<file path="config.mk">
export PLATFORM = sky130hd
export DESIGN_NAME = seg7_value_display_flat
export DESIGN_NICKNAME = d
export VERILOG_FILES = /design/src/rtl/seg7_value_display_if.sv /design/src/rtl/seg7_value_display.sv /design/src/flat_wrapper.sv
export SDC_FILE = /design/constraint.sdc
export NUM_CORES = 1
export LEC_CHECK = 0
export CAP_MARGIN = 40
export CORE_MARGIN = 8
export CORE_UTILIZATION = 44
export CTS_CLUSTER_DIAMETER = 80
export CTS_CLUSTER_SIZE = 40
export DETAILED_ROUTE_END_ITERATION = 6
export PLACE_DENSITY = 0.7
export SLEW_MARGIN = 20
export SYNTH_ARGS = -nofsm -noshare
export SYNTH_HDL_FRONTEND = slang
export SYNTH_SLANG_ARGS = --single-unit
</file>
<file path="constraint.sdc">
create_clock -name max10_clk1_50 -period 3.1 [get_ports max10_clk1_50]
set_input_delay 0.62 -clock max10_clk1_50 [delete_from_list [all_inputs] [get_ports max10_clk1_50]]
set_output_delay 0.62 -clock max10_clk1_50 [all_outputs]
set_load 0.01 [all_outputs]
</file>
<file path="src/rtl/seg7_value_display_if.sv">
// seg7_value_display_if: load request and segment outputs of seg7_value_display.
interface seg7_value_display_if;
    logic [23:0] value;
    logic        load;
    logic        dec_mode;
    logic [5:0]  dp_mask;
    logic        busy;
    logic [7:0]  hex0, hex1, hex2, hex3, hex4, hex5;
    modport master (
        output value, load, dec_mode, dp_mask,
        input  busy, hex0, hex1, hex2, hex3, hex4, hex5
    );
    modport slave (
        input  value, load, dec_mode, dp_mask,
        output busy, hex0, hex1, hex2, hex3, hex4, hex5
    );
endinterface

</file>
<file path="src/rtl/seg7_value_display.sv">
// seg7_value_display: six-digit hex/decimal seven-segment driver with a double-dabble converter.
// Define SEG7_LEADING_ZERO_BLANK_EN to blank leading zeros in decimal mode.
module seg7_value_display #(
    parameter int CONV_CYCLES = 24
) (
    input logic max10_clk1_50,
    input logic reset,
    seg7_value_display_if.slave bus
);
    localparam int CW = $clog2(CONV_CYCLES + 1);
    localparam logic [7:0] SEG [16] = '{
        8'hC0, 8'hF9, 8'hA4, 8'hB0, 8'h99, 8'h92, 8'h82, 8'hF8,
        8'h80, 8'h90, 8'h88, 8'h83, 8'hC6, 8'hA1, 8'h86, 8'h8E
    };
`ifdef SEG7_LEADING_ZERO_BLANK_EN
    localparam bit BLANK_EN = 1'b1;
`else
    localparam bit BLANK_EN = 1'b0;
`endif
    typedef enum logic [1:0] {IDLE, SHIFT, COMMIT} state_t;
    state_t state, next_state;
    logic [23:0] bin, bcd, bcd_adj, hex_val;
    logic [CW-1:0] cnt;
    logic [5:0] mask;
    logic ovf, hex_pend, accept, commit, lead;
    logic [3:0] digit;
    logic [7:0] hex_q [6];
    logic [7:0] nxt_seg [6];
    always_ff @(posedge max10_clk1_50)
        state <= reset ? IDLE : next_state;
    always_comb
        next_state = state == IDLE  ? (accept && bus.dec_mode ? SHIFT : IDLE) :
                     state == SHIFT ? (cnt == CW'(CONV_CYCLES - 1) ? COMMIT : SHIFT) : IDLE;
    always_comb begin
        bus.busy = state != IDLE;
        accept   = bus.load && state == IDLE;
        commit   = state == COMMIT;
    end
    always_comb begin
        bcd_adj = bcd;
        for (int i = 0; i < 6; i++)
            bcd_adj[4*i +: 4] = bcd[4*i +: 4] >= 4'd5 ? bcd[4*i +: 4] + 4'd3 : bcd[4*i +: 4];
    end
    // Walk from hex5 down; lead stays set only while every digit seen so far is zero.
    always_comb begin
        lead  = 1'b1;
        digit = '0;
        for (int i = 5; i >= 0; i--) begin
            digit = hex_pend ? hex_val[4*i +: 4] : bcd[4*i +: 4];
            lead = lead && digit == 4'd0 && i != 0 && !hex_pend;
            nxt_seg[i] = {~mask[i], (!hex_pend && ovf) ? 7'h3F :
                                    (lead && BLANK_EN) ? 7'h7F : SEG[digit][6:0]};
        end
    end
    always_ff @(posedge max10_clk1_50) begin
        if (reset) begin
            bin      <= '0;
            bcd      <= '0;
            hex_val  <= '0;
            cnt      <= '0;
            mask     <= '0;
            ovf      <= 1'b0;
            hex_pend <= 1'b0;
            for (int i = 0; i < 6; i++) hex_q[i] <= 8'hFF;
        end else begin
            hex_pend <= accept && !bus.dec_mode;
            if (accept) begin
                mask <= bus.dp_mask;
                if (bus.dec_mode) begin
                    bin <= bus.value;
                    bcd <= '0;
                    cnt <= '0;
                    ovf <= bus.value > 24'd999999;
                end else begin
                    hex_val <= bus.value;
                end
            end else if (state == SHIFT) begin
                {bcd, bin} <= {bcd_adj, bin} << 1;
                cnt <= cnt + 1'b1;
            end
            if (hex_pend || commit)
                for (int i = 0; i < 6; i++) hex_q[i] <= nxt_seg[i];
        end
    end
    assign bus.hex0 = hex_q[0];
    assign bus.hex1 = hex_q[1];
    assign bus.hex2 = hex_q[2];
    assign bus.hex3 = hex_q[3];
    assign bus.hex4 = hex_q[4];
    assign bus.hex5 = hex_q[5];
endmodule

</file>
<file path="src/flat_wrapper.sv">
// flat-port wrapper written by rule: the top's interface ports become plain ports
module seg7_value_display_flat 
#(
    parameter int CONV_CYCLES = 24
)
  (max10_clk1_50, reset, bus_value, bus_load, bus_dec_mode, bus_dp_mask, bus_busy, bus_hex0, bus_hex1, bus_hex2, bus_hex3, bus_hex4, bus_hex5);
  seg7_value_display_if bus_i ();
  input logic max10_clk1_50;
  input logic reset;
  input wire logic [$bits(bus_i.value)-1:0] bus_value;
  input wire logic [$bits(bus_i.load)-1:0] bus_load;
  input wire logic [$bits(bus_i.dec_mode)-1:0] bus_dec_mode;
  input wire logic [$bits(bus_i.dp_mask)-1:0] bus_dp_mask;
  output wire logic [$bits(bus_i.busy)-1:0] bus_busy;
  output wire logic [$bits(bus_i.hex0)-1:0] bus_hex0;
  output wire logic [$bits(bus_i.hex1)-1:0] bus_hex1;
  output wire logic [$bits(bus_i.hex2)-1:0] bus_hex2;
  output wire logic [$bits(bus_i.hex3)-1:0] bus_hex3;
  output wire logic [$bits(bus_i.hex4)-1:0] bus_hex4;
  output wire logic [$bits(bus_i.hex5)-1:0] bus_hex5;
  assign bus_i.value = bus_value;
  assign bus_i.load = bus_load;
  assign bus_i.dec_mode = bus_dec_mode;
  assign bus_i.dp_mask = bus_dp_mask;
  assign bus_busy = bus_i.busy;
  assign bus_hex0 = bus_i.hex0;
  assign bus_hex1 = bus_i.hex1;
  assign bus_hex2 = bus_i.hex2;
  assign bus_hex3 = bus_i.hex3;
  assign bus_hex4 = bus_i.hex4;
  assign bus_hex5 = bus_i.hex5;
  seg7_value_display #(.CONV_CYCLES(CONV_CYCLES)) u_core (.max10_clk1_50(max10_clk1_50), .reset(reset), .bus(bus_i));
endmodule
</file>
==> impl_metrics.csv, run 1 <==
group,metric,value,unit
routing,wl,17300,um
min_path,min_path_type,"reg -> reg",
global_routing,grt_max_degree,49,
timing,post-route-min-period,2.61,ns
clock_network,cts_resized,0,
setup_path,worst-path-max-fanout,32,
job,maxCapViolCount,0,
clock_network,cts_max_level,4,
synthesis,synthArstFlopShare,0,%
die,num_rows,48,
synthesis,ys_warn_count,0,
global_routing,grt_pass1_vias,5734,
routing,drc_errors,0,
clock_network,clock_path_buffers,2,
timing,fin_crit_sh,84.2,%
die,coreArea,0.0170,mm2
power_and_ir_drop,leakage,3.28,nW
setup_path,r2r-start,"u_core.hex_pend",
synthesis,ys_ff_latch,135,
setup_path,cp.required,3.27,ns
global_routing,grt_pass1_wl,28900,um
final_layout,syn_to_final_growth,21.8,%
timing,fmax,0.383,GHz
die,die_y,147,um
min_path,min_path_cells,2,
routing,vias,6134,
timing,finalSetupTns,0,ns
clock_network,post_cts_buffers,0,
setup_path,r2r-end,"u_core.hex_q[0][3]",
setup_path,r2r_cells,5,
routing,drtIter0Drc,393,
synthesis,synth_flop_cell,"dfxtp_1",
final_layout,layout-drive-gt1-share,8.62,%
placement,port_buffers,82,
setup_path,crit_path_start_kind,"flop",
global_routing,antenna_found_initial,0,
synthesis,syn_avg_cell_area,8.91,um2
clock_network,root_buffer,"clkbuf_16",
routing,wl_per_cell,15.0,um
clock_network,cts.hold.buffers_added,0,
routing,vias_per_cell,5.32,
placement,place_hpwl,12300,um
final_layout,diodes,0,
die,start_util,44.4,%
timing,slew_headroom,49.9,%
clock_network,cts_tree,"yes",
global_routing,grt_usage,16.4,%
min_path,min_to,"u_core.mask[2]",
power_and_ir_drop,ir_drop,366,uV
timing,fin_skew,0.00780,ns
global_routing,overflow,0,
clock_network,clk_latency,0.43,ns
synthesis,synth-edff-count,48,
timing,final-setup-viol-count,0,
die,fp.dieW,147,um
placement,gp_congestion,0.836,
clock_network,numCtsBuffers,17,
power_and_ir_drop,power_density,484,mW/mm2
synthesis,synth_fp_nets,923,
final_layout,num-fill-cells,1576,
final_layout,nets,992,
outcome,status,"finished clean",
clock_network,cts.sinks,135,
synthesis,synth-seq-area-share,42.2,%
timing,whs,0.452,ns
setup_path,crit_path_end_kind,"flop",
timing,hold_viol,0,
synthesis,ys_types,56,
routing,firstDrtPassIters,5,
setup_path,cp.arrival,2.78,ns
timing,rsz0062_at_grt,"no",
synthesis,syn_area,0.00754,mm2
clock_network,clkSlewWorstSetupHoldPaths,0.06,ns
synthesis,netlist_instances,846,
die,die_area,0.0216,mm2
min_path,min_from,"u_core.mask[2]",
setup_path,worstSetupPathType,"reg -> reg",
timing,worstMarginPinSlew,0.750,ns
setup_path,rrSetupSlack,0.49,ns
die,io_pins,83,
routing,ant_nets,0,
timing,slew_violations,0,
==> synth_stat cells, types with 18 or more instances <==
cell type / instances / area share [%]
nand2_1: 158 / 7.9
edfxtp_1: 48 / 19
buf_2: 24 / 1.6
dfxtp_1: 87 / 23
ha_1: 43 / 7.1
inv_1: 41 / 2.0
nand2b_1: 18 / 1.5
a21oi_1: 65 / 4.3
nor2_1: 67 / 3.3
o21ai_0: 36 / 2.4
xnor2_1: 21 / 2.4
mux2i_1: 27 / 3.6
clkbuf_1: 26 / 1.3
==> sequential cells by signal, indices dropped and copies added (netlist names) <==
register / cells
u_core.bcd: 24
u_core.hex_q: 48
u_core.bin: 24
u_core.hex_val: 24
u_core.state: 2
u_core.mask: 6
u_core.cnt: 5
u_core.hex_pend: 1
u_core.ovf: 1
==> layer usage <==
metal	part of all wire, %	wire, um	GRT usage (%)
met5	0	0	0
met4	1.7	302	6.68
met3	5.2	902	4.00
met2	43	7400	23.9
met1	50	8700	22.8
==> worst max-delay path, cell delays in order, from the launching register on <==
cell      delay (ns)
dfxtp_2         0.74
mux2i_1         0.54
inv_1           0.16
ha_1            0.28
mux4_2          0.45
nand2b_1        0.16
==> worst max path at each step <==
stage                          startpoint             endpoint  slack (ns)  cells past startpoint
after floorplan           u_core.hex_pend   u_core.hex_q[0][0]        0.60                      4
after global placement    u_core.hex_pend  u_core.hex_q[0][37]        0.58                      8
after detailed placement  u_core.hex_pend   u_core.hex_q[0][3]        0.53                      5
after CTS                 u_core.hex_pend   u_core.hex_q[0][3]        0.52                      5
after global routing      u_core.hex_pend  u_core.hex_q[0][38]        0.32                      9
final                     u_core.hex_pend   u_core.hex_q[0][3]        0.49                      5
==> through the flow <==
stage                     cell area (um2)  setup WS [ns]  total power (W)  std cells  utilization, %
after floorplan                      7540          0.600          0.00222        846               -
after global placement               8560          0.578          0.00237       1121            50.3
after detailed placement             8560          0.531          0.00237       1121            50.3
after CTS                            9190          0.521          0.00448       1153            54.1
after global routing                 9190          0.316          0.00461       1153            54.1
final                                9190          0.491          0.00445       1153            54.1
==> cell usage in the layout, fill, tap and decap left out, drive strengths merged, types with 27 or more instances in the layout <==
| master | n |
|---|---|
| nand2 | 158 |
| dfxtp | 87 |
| clkdlybuf4s50 | 81 |
| buf | 29 |
| ha | 43 |
| a21oi | 66 |
| edfxtp | 48 |
| o21ai | 36 |
| nor2 | 70 |
| mux2i | 27 |
| inv | 43 |
==> cell families after synthesis <==
| kind of cell | after synthesis | synth area share [%] |
|---|---|---|
| and+or+nand+nor | 301 | 18.0 |
| DFF | 135 | 42.2 |
| muxes | 34 | 5.23 |
| AOI/OAI and AO/OA | 205 | 18.3 |
| xor gates and xnor gates | 26 | 3.02 |
| buffers and inverters | 102 | 6.17 |
| adders and majority gates | 43 | 7.13 |
==> power breakdown <==
| part | switching [W] | internal [W] |
|---|---|---|
| sequential | 0.0000498 | 0.00190 |
| clock | 0.000764 | 0.00135 |
| combinational | 0.000218 | 0.000166 |
==> area by class of cell <==
cell class | count | area, um2 | share of cell area, %
sequential | 135 | 3180 | 34.7
clock buffer | 24 | 524 | 5.71
clock inverter | 8 | 108 | 1.17
tap | 225 | 282 | 3.06
timing repair buffer | 110 | 1040 | 11.3
inverter | 42 | 158 | 1.72
multi-input combinational | 609 | 3890 | 42.4
Note: power is estimated with default switching activity, not from simulation.
==> inputs of run 2 (changes only) <==
PLACE_DENSITY = 0.72   (was 0.7)
clock period = 2.3 ns   (was 3.1 ns; I/O delays follow)
==> run 2 against run 1 <==
  * Setup slack got worse by 0.37 ns
  * Total power increased by 36%
  * Non-clock buffer count increased by 23
  * Flip-flop and latch count unchanged
==> impl_metrics.csv, run 2 (same netlist as run 1, synthesis figures left out) <==
group,metric,value,unit
outcome,status,"finished clean",
clock_network,clock_path_buffers,2,
routing,drc_errors,0,
setup_path,cp.arrival,1.72,ns
placement,gp_congestion,0.831,
global_routing,overflow,0,
final_layout,layout-drive-gt1-share,11.4,%
clock_network,cts_tree,"yes",
clock_network,cts.sinks,135,
clock_network,clk_latency,0.43,ns
final_layout,largest-register,"u_core.hex_q",
power_and_ir_drop,leakage,3.38,nW
min_path,min_from,"reset",
global_routing,grt_usage,17.0,%
timing,worstMarginPinSlew,0.735,ns
routing,wl_per_cell,15.3,um
final_layout,fin_area,0.00937,mm2
final_layout,syn_to_final_growth,24.3,%
global_routing,grt_pass1_vias,5999,
die,start_util,44.4,%
setup_path,crit_path_end,"bus_busy",
routing,top_layer,"met4",
timing,slew_headroom,51.0,%
setup_path,worst-path-max-fanout,9,
setup_path,r2r_cells,7,
clock_network,numCtsBuffers,17,
power_and_ir_drop,power_density,643,mW/mm2
setup_path,rrSetupSlack,0.13,ns
job,maxCapViolCount,0,
placement,placed_area,0.00874,mm2
clock_network,root_buffer,"clkbuf_16",
die,die_y,147,um
min_path,min_path_type,"in -> reg",
setup_path,cp.required,1.84,ns
clock_network,clkSlewWorstSetupHoldPaths,0.06,ns
timing,slew_violations,0,
die,die_area,0.0216,mm2
routing,firstDrtPassIters,5,
routing,drtIter0Drc,465,
setup_path,worstSetupPathType,"reg -> out",
timing,rsz0062_at_grt,"no",
die,io_pins,83,
setup_path,crit_slowest_cell,"clkdlybuf4s50_1",
timing,final-setup-viol-count,0,
die,fp.dieW,147,um
die,coreArea,0.0170,mm2
clock_network,cts_max_level,4,
setup_path,crit_path_end_kind,"primary output",
routing,wl_met2,7990,um
power_and_ir_drop,ir_drop,555,uV
die,num_rows,48,
final_layout,mostFrequentLayoutCell,"nand2_1",
setup_path,r2r-start,"u_core.hex_pend",
final_layout,num-fill-cells,1542,
setup_path,cp-startpoint,"u_core.state[0]",
timing,fmax,0.459,GHz
setup_path,r2r-end,"u_core.hex_q[0][19]",
global_routing,grt_max_degree,49,
timing,fin_crit_sh,94.7,%
routing,vias_per_cell,5.38,
timing,fin_skew,0.00732,ns
placement,port_buffers,82,
setup_path,slowest_delay,0.55,ns
setup_path,crit_path_start_kind,"flop",
timing,finalSetupTns,0,ns
global_routing,antenna_found_initial,1,
global_routing,grt_pass1_wl,30000,um
routing,vias,6327,
placement,place_hpwl,12500,um
final_layout,layout_common_cells,"158 x nand2_1, 86 x dfxtp_1, 81 x clkdlybuf4s50_1",
timing,post-route-min-period,2.18,ns
setup_path,crit_chain,"or2_2 -> clkdlybuf4s50_1",
routing,wl,18000,um
routing,ant_nets,0,
routing,wl_met3,1040,um
final_layout,nets,1015,
routing,wl_met1,8620,um
final_layout,largest_register_ffs,48,
timing,hold_viol,0,
## run 2: area by class of cell
| cell class | count | area (um2) | area share, % |
|---|---|---|---|
| Tap cell | 225 | 282 | 3.00 |
| Antenna cell | 1 | 2.50 | 0.0267 |
| Timing Repair Buffer | 133 | 1210 | 12.9 |
| Sequential cell | 135 | 3190 | 34.0 |
| Multi-Input combinational cell | 609 | 3910 | 41.7 |
| Inverter | 42 | 158 | 1.68 |
| Clock buffer | 19 | 454 | 4.85 |
| Clock inverter | 13 | 169 | 1.80 |
## run 2: report_power, final
part	switching, W	internal (W)	leakage, nW
sequential	0.0000681	0.00256	1.07
combinational	0.000300	0.000238	2.01
clock	0.00108	0.00178	0.300
total	0.00145	0.00458	3.38
## run 2: metrics by stage
step | instances | total power (W) | hold slack (ns) | util, % | setup slack (ns)
floorplan | 846 | 0.00300 | 0.434 | - | -0.0102
global placement | 1144 | 0.00321 | 0.438 | 51.4 | 0.132
detailed placement | 1144 | 0.00321 | 0.442 | 51.4 | 0.0718
CTS | 1176 | 0.00607 | 0.331 | 55.1 | 0.0507
global route | 1177 | 0.00625 | 0.338 | 55.1 | 0.0357
finish | 1177 | 0.00603 | 0.340 | 55.1 | 0.122
## run 2: worst min-delay path by stage
stage                                     end  slack (ns)  cells after the start
after floorplan           u_core.hex_q[0][15]        0.43                      1
after global placement    u_core.hex_q[0][39]        0.44                      1
after detailed placement  u_core.hex_q[0][39]        0.44                      1
after CTS                      u_core.bcd[15]        0.33                      2
after global routing           u_core.bcd[15]        0.34                      2
final                          u_core.bcd[23]        0.34                      2
## run 2: per-layer routing
metal  vias up  GRT usage [%]
li1       3177              -
met1      2957           22.9
met2       172           26.0
met3        21           4.06
met4         0           6.37
met5         -              0
## run 2: timing repair
| action | 4_1_cts | 5_1_grt |
|---|---|---|
| buffers inserted | 0 | 0 |
| resized for setup | 0 | 2 |
| hold buffers | 0 | 0 |
| endpoints found under the hold margin | 0 | 0 |
| endpoints found under the setup margin | 0 | 8 |
## run 2: worst max-delay path: cells and delay by family, from the launching register on
kind,cells,cell delay [ns]
buffers and inverters,1,0.55
AND/OR/NAND/NOR,1,0.22
flip-flops,1,0.52
